**src/rtl/multi_string_driver.sv**
```systemverilog
// multi_string_driver: CHANNELS independent one-wire NRZ LED string outputs.
// Each channel owns a pixel FIFO and a bit-timing FSM; h_blank arms a latch
// gap on every channel at the end of a frame.
module multi_string_driver #(
    parameter int CHANNELS    = 2,
    parameter int PIXEL_WIDTH = 24,
    parameter int FIFO_DEPTH  = 16,
    parameter int T0H         = 35,
    parameter int T1H         = 70,
    parameter int T_BIT       = 125,
    parameter int T_LATCH     = 5000,
    parameter int CH_W        = (CHANNELS > 1) ? $clog2(CHANNELS) : 1
) (
    input  logic                   clk,
    input  logic                   rst_n,
    input  logic [PIXEL_WIDTH-1:0] pixel_data,
    input  logic [CH_W-1:0]        pixel_channel,
    input  logic                   pixel_valid,
    output logic                   pixel_ready,
    input  logic                   h_blank,
    output logic [CHANNELS-1:0]    sdi,
    output logic [CHANNELS-1:0]    busy,
    output logic [CHANNELS-1:0]    underrun
);

    localparam int CNT_W = $clog2(T_LATCH + 1);
    localparam int BIT_W = (PIXEL_WIDTH > 1) ? $clog2(PIXEL_WIDTH) : 1;
    localparam int PTR_W = $clog2(FIFO_DEPTH);

    typedef enum logic [1:0] {IDLE, HIGH, LOW, LATCH} state_t;

    logic [CHANNELS-1:0] full;

    // Ready reflects the addressed FIFO; an out-of-range channel is never ready.
    always_comb begin
        pixel_ready = 1'b0;
        for (int c = 0; c < CHANNELS; c++) begin
            if (pixel_channel == CH_W'(c)) begin
                pixel_ready = !full[c];
            end
        end
    end

    for (genvar gi = 0; gi < CHANNELS; gi++) begin : g_ch
        logic [PIXEL_WIDTH-1:0] mem_q [FIFO_DEPTH];
        logic [PTR_W-1:0]       wr_ptr_q;
        logic [PTR_W-1:0]       rd_ptr_q;
        logic [PTR_W:0]         count_q;
        logic [PTR_W:0]         count_d;
        state_t                 state_q;
        logic [CNT_W-1:0]       cyc_q;
        logic [BIT_W-1:0]       bit_q;
        logic [PIXEL_WIDTH-1:0] shreg_q;
        logic                   pending_q;
        logic                   in_frame_q;
        logic                   sdi_q;
        logic                   underrun_q;
        logic                   push;
        logic                   pop;
        logic                   empty;
        logic                   bit_end;
        logic [CNT_W-1:0]       high_len;

        assign push     = pixel_valid && pixel_ready && (pixel_channel == CH_W'(gi));
        assign empty    = (count_q == '0);
        assign full[gi] = (count_q == (PTR_W + 1)'(FIFO_DEPTH));
        assign bit_end  = (cyc_q == CNT_W'(T_BIT - 1));
        assign high_len = shreg_q[PIXEL_WIDTH-1] ? CNT_W'(T1H) : CNT_W'(T0H);
        // A pixel is taken from the FIFO when idle, or at the end of the last
        // bit so that consecutive pixels run back to back.
        assign pop      = !empty && ((state_q == IDLE) ||
                          ((state_q == LOW) && bit_end && (bit_q == '0)));

        // FIFO occupancy follows push and pop, both of which may coincide.
        always_comb begin
            count_d = count_q;
            if (push && !pop) begin
                count_d = count_q + (PTR_W + 1)'(1);
            end else if (!push && pop) begin
                count_d = count_q - (PTR_W + 1)'(1);
            end
        end

        // Pixel storage; contents need no reset since pointers define validity.
        always_ff @(posedge clk) begin
            if (push) begin
                mem_q[wr_ptr_q] <= pixel_data;
            end
        end

        // FIFO pointers and occupancy count.
        always_ff @(posedge clk or negedge rst_n) begin
            if (!rst_n) begin
                wr_ptr_q <= '0;
                rd_ptr_q <= '0;
                count_q  <= '0;
            end else begin
                if (push) wr_ptr_q <= wr_ptr_q + PTR_W'(1);
                if (pop)  rd_ptr_q <= rd_ptr_q + PTR_W'(1);
                count_q <= count_d;
            end
        end

        // Bit-timing FSM; sdi is registered from the state, so it trails it by one cycle.
        always_ff @(posedge clk or negedge rst_n) begin
            if (!rst_n) begin
                state_q    <= IDLE;
                cyc_q      <= '0;
                bit_q      <= '0;
                shreg_q    <= '0;
                pending_q  <= 1'b0;
                in_frame_q <= 1'b0;
                sdi_q      <= 1'b0;
                underrun_q <= 1'b0;
            end else begin
                underrun_q <= 1'b0;
                sdi_q      <= (state_q == HIGH);
                case (state_q)
                    IDLE: begin
                        cyc_q <= '0;
                        if (pop) begin
                            shreg_q    <= mem_q[rd_ptr_q];
                            bit_q      <= BIT_W'(PIXEL_WIDTH - 1);
                            in_frame_q <= 1'b1;
                            state_q    <= HIGH;
                        end else if (pending_q) begin
                            // Consumed on entry so an h_blank during the gap re-arms it.
                            pending_q <= 1'b0;
                            state_q   <= LATCH;
                        end
                    end
                    HIGH: begin
                        cyc_q <= cyc_q + CNT_W'(1);
                        if (cyc_q == high_len - CNT_W'(1)) begin
                            state_q <= LOW;
                        end
                    end
                    LOW: begin
                        if (!bit_end) begin
                            cyc_q <= cyc_q + CNT_W'(1);
                        end else begin
                            cyc_q <= '0;
                            if (bit_q != '0) begin
                                bit_q   <= bit_q - BIT_W'(1);
                                shreg_q <= {shreg_q[PIXEL_WIDTH-2:0], 1'b0};
                                state_q <= HIGH;
                            end else if (pop) begin
                                shreg_q <= mem_q[rd_ptr_q];
                                bit_q   <= BIT_W'(PIXEL_WIDTH - 1);
                                state_q <= HIGH;
                            end else if (pending_q) begin
                                pending_q <= 1'b0;
                                state_q   <= LATCH;
                            end else begin
                                underrun_q <= in_frame_q;
                                state_q    <= IDLE;
                            end
                        end
                    end
                    LATCH: begin
                        if (cyc_q == CNT_W'(T_LATCH - 1)) begin
                            cyc_q      <= '0;
                            in_frame_q <= 1'b0;
                            state_q    <= IDLE;
                        end else begin
                            cyc_q <= cyc_q + CNT_W'(1);
                        end
                    end
                    default: state_q <= IDLE;
                endcase
                // h_blank takes priority over the consume above.
                if (h_blank) begin
                    pending_q <= 1'b1;
                end
            end
        end

        assign sdi[gi]      = sdi_q;
        assign underrun[gi] = underrun_q;
        assign busy[gi]     = !empty || (state_q != IDLE);
    end

endmodule

```
**config.mk**
```make
export PLATFORM = sky130hd
export DESIGN_NAME = multi_string_driver
export DESIGN_NICKNAME = d
export VERILOG_FILES = /design/src/rtl/multi_string_driver.sv
export SDC_FILE = /design/constraint.sdc
export NUM_CORES = 1
export LEC_CHECK = 0
export BUFFER_PORTS_ARGS = -buffer_cell sky130_fd_sc_hd__clkbuf_2
export CORE_MARGIN = 4
export CORE_UTILIZATION = 45
export CTS_CLUSTER_DIAMETER = 30
export DETAILED_ROUTE_END_ITERATION = 10
export SLEW_MARGIN = 20
export SYNTH_ARGS = -nofsm -noshare
export SYNTH_HDL_FRONTEND = slang
export SYNTH_SLANG_ARGS = --single-unit
```
**constraint.sdc**
```tcl
create_clock -name clk -period 6.4 [get_ports clk]
set_input_delay 1.28 -clock clk [delete_from_list [all_inputs] [get_ports clk]]
set_output_delay 1.28 -clock clk [all_outputs]
set_load 0.05 [all_outputs]
```
==> results.json <==
{
  "grt_pass1_vias": 18631,
  "grt_overflow_total": 0,
  "final_cell_mix": "edfxtp_1, mux4_2, clkbuf_16, dfrtp_1, a21oi_1",
  "fin_nets": 1946,
  "area_delta_synth_final_pct": 19.5,
  "grt_pass1_wl_um": 118000,
  "cp.required_ps": 5120,
  "r2r-start": "g_ch[1].cyc_q[0]",
  "max_freq_mhz": 259,
  "cp-end-kind": "output port",
  "yosysUniqueCellTypes": 66,
  "cts_max_path_buffers": 3,
  "synth-edff-count": 768,
  "sw_frac_of_total_pct": 25.8,
  "fin_cells": 3045,
  "clk_latency_ps": 720,
  "p_int_mw": 13.7,
  "p_total_mw": 18.5,
  "finalCritPeriodShare_pct": 60.3,
  "ctsResizeCount": 0,
  "antenna_found_initial": 0,
  "routed_wl_um": 77900,
  "cpPeakStageDelay_ps": 630,
  "slew_headroom_pct": 30.1,
  "ctsHoldBuffers": 0,
  "cts_tree": "yes",
  "path_common_cell": "nand2_1",
  "finalHoldViolCount": 0,
  "peakVddDrop_mv": 0.290,
  "criticalPathCategory": "flip-flop to output port",
  "clock-sinks": 890,
  "hold_depth": 2,
  "rsz0062_at_grt": "no",
  "min_period_ps": 3860,
  "critPathBufInv": 1,
  "final_antenna_net_count": 0,
  "clk_pin_slew_ps": 50,
  "ys_seq_elements": 890,
  "drive_gt1_share_pct": 28.0,
  "io_pins": 36,
  "arrival_ps": 2580,
  "yosysWarnings": 0,
  "dr.first_iter.drc_count": 1508,
  "cts_setup_buffers": 0,
  "finClkSkew_ps": 17.8,
  "worstSetupStartpointType": "flip-flop",
  "syn_area_per_cell_um2": 19.9,
  "grt_max_degree": 79,
  "track_usage_pct": 19.4,
  "cp.depth": 5,
  "routedWlPerCell_um": 25.6,
  "ys_seq_area_share_pct": 75.1,
  "synth-main-ff-cell": "edfxtp_1",
  "setup_viol_count_final": 0,
  "initial_core_util_pct": 45.6,
  "gp_congestion": 0.762,
  "dp_cells": 2767,
  "slowest_stage": "nor4_1",
  "drc_errors": 0,
  "synthArstFlopShare_pct": 13.7,
  "hpwlAfterDp_um": 42100,
  "power.density_nw_per_um2": 445,
  "p_comb_share_pct": 16.5,
  "final_util_pct": 54.5,
  "final_common_cell": "edfxtp_1",
  "syn_area_um2": 34800,
  "p_sw_mw": 4.78,
  "r2r_setup_slack_ps": 2720,
  "hold_class": "flip-flop to flip-flop",
  "reg2regPathDepth": 15,
  "leakagePower_nw": 14.0,
  "path_max_fanout": 4,
  "cap_viol_max_count": 0,
  "ctsHtreeMaxLevel": 4,
  "crit_start": "g_ch[1].count_q[0]",
  "drv_slew": 0,
  "p_clk_share_pct": 44.4,
  "core_area_um2": 76300,
  "drt-vias-per-instance": 5.78,
  "die_area_um2": 81800,
  "die_w_um": 286,
  "p_seq_share_pct": 39.1,
  "row_count": 101,
  "num_vias": 17586,
  "synthesis.nets": 1804,
  "cts-buffers-inserted": 150,
  "crit_end": "busy[1]",
  "fin_tns_setup_ps": 0,
  "cts-root-buf": "clkbuf_16",
  "die_y_um": 286,
  "dr.pass1.iters": 5,
  "tightestPinTransition_ps": 1050,
  "crit_path_cell_trace": "nor4_1, nand2_1, nor2_1, nand2_1, clkbuf_2",
  "cpLargestDelayFamily": "simple AND/OR/NAND/NOR gates",
  "status": "complete, no violations",
  "rr_endpoint": "g_ch[1].count_q[4]",
  "placement.io_buffers": 35,
  "syn_inst": 1747
}
-- power by group through the flow --
stage | clock network [mW] | logic (mW) | registers (mW)
after floorplan | 0 | 2.42 | 7.06
after CTS | 8.36 | 3.11 | 7.25
after global routing | 8.66 | 3.32 | 7.31
after detailed placement | 0 | 3.09 | 7.36
after global placement | 0 | 3.06 | 7.33
final | 8.23 | 3.06 | 7.24
-- per-layer routing --
layer  share of wire (%)  track usage (%)  vias up
met2                  51             32.4      470
met5                   0                0        -
met3                 4.9             3.52      121
met4                 1.9             6.17        0
li1                    -                -     7538
met1                  43             26.3     9457
-- stage by stage --
stage / setup slack, ps / hold slack (ps) / area, um2
finish: 2540 / 487 / 41600
global placement: 2470 / 485 / 36300
detailed placement: 2290 / 481 / 36300
global route: 2390 / 523 / 41600
floorplan: 2380 / 455 / 34800
CTS: 2280 / 489 / 41600
-- state kept, by name, indices dropped and copies added, names as in the netlist --
signal,flops
g_ch.cyc_q,26
g_ch.bit_q,10
g_ch.count_q,10
g_ch.in_frame_q,2
g_ch.wr_ptr_q,8
g_ch.underrun_q,2
g_ch.sdi_q,2
g_ch.state_q,4
g_ch.shreg_q,48
g_ch.mem_q,768
g_ch.pending_q,2
g_ch.rd_ptr_q,8
-- area by class of cell --
class                      count  area [um2]
antenna                        2        5.00
multi-input combinational    734        8200
timing repair buffer          85         602
fill                        5931       34700
inverter                      28         105
clock inverter                95        1230
sequential                   890       26100
tap                         1030        1290
clock buffer                 181        4030
-- worst min-delay path, cell delays in order, from the launching register on --
cell and delay (ps):
dfrtp_1 350, nand2_1 50, nand2_1 50
-- synthesized netlist by cell type (24+ instances only) --
cell type    n  area share [%]
mux4_2     192              12
o22ai_1     48            0.86
ha_1        26            0.94
a22o_1      24            0.60
nor2_1      57            0.61
a21oi_1     56            0.81
dfrtp_1    122             8.8
xnor2_1     26            0.65
inv_1       25            0.27
nand2_1     39            0.42
clkbuf_1    48            0.52
edfxtp_1   768              66
buf_2       31            0.45
o22a_1      24            0.60
-- worst min path at each step --
| stage | slack (ps) | from | end |
|---|---|---|---|
| after floorplan | 450 | g_ch[1].in_frame_q | g_ch[1].in_frame_q |
| after detailed placement | 480 | g_ch[1].in_frame_q | g_ch[1].in_frame_q |
| after global placement | 480 | g_ch[1].in_frame_q | g_ch[1].in_frame_q |
| after CTS | 490 | g_ch[1].in_frame_q | g_ch[1].in_frame_q |
| final | 490 | g_ch[1].in_frame_q | g_ch[1].in_frame_q |
| after global routing | 520 | g_ch[1].in_frame_q | g_ch[1].in_frame_q |
-- logic make-up (layout without fill, tap and decap cells) --
group                      Yosys count  after routing  synth area share [%]
DFF                                890            890                  75.1
other                                0              2                     0
buffers and inverters              123            389                  1.59
and+or+nand+nor                    216            216                  3.45
muxes                              202            202                  12.7
xor gates and xnor gates            46             46                  1.16
AOI/OAI and AO/OA                  242            242                  4.96
adders and majority gates           28             28                  1.05
Power figures use the tool's default switching activity.
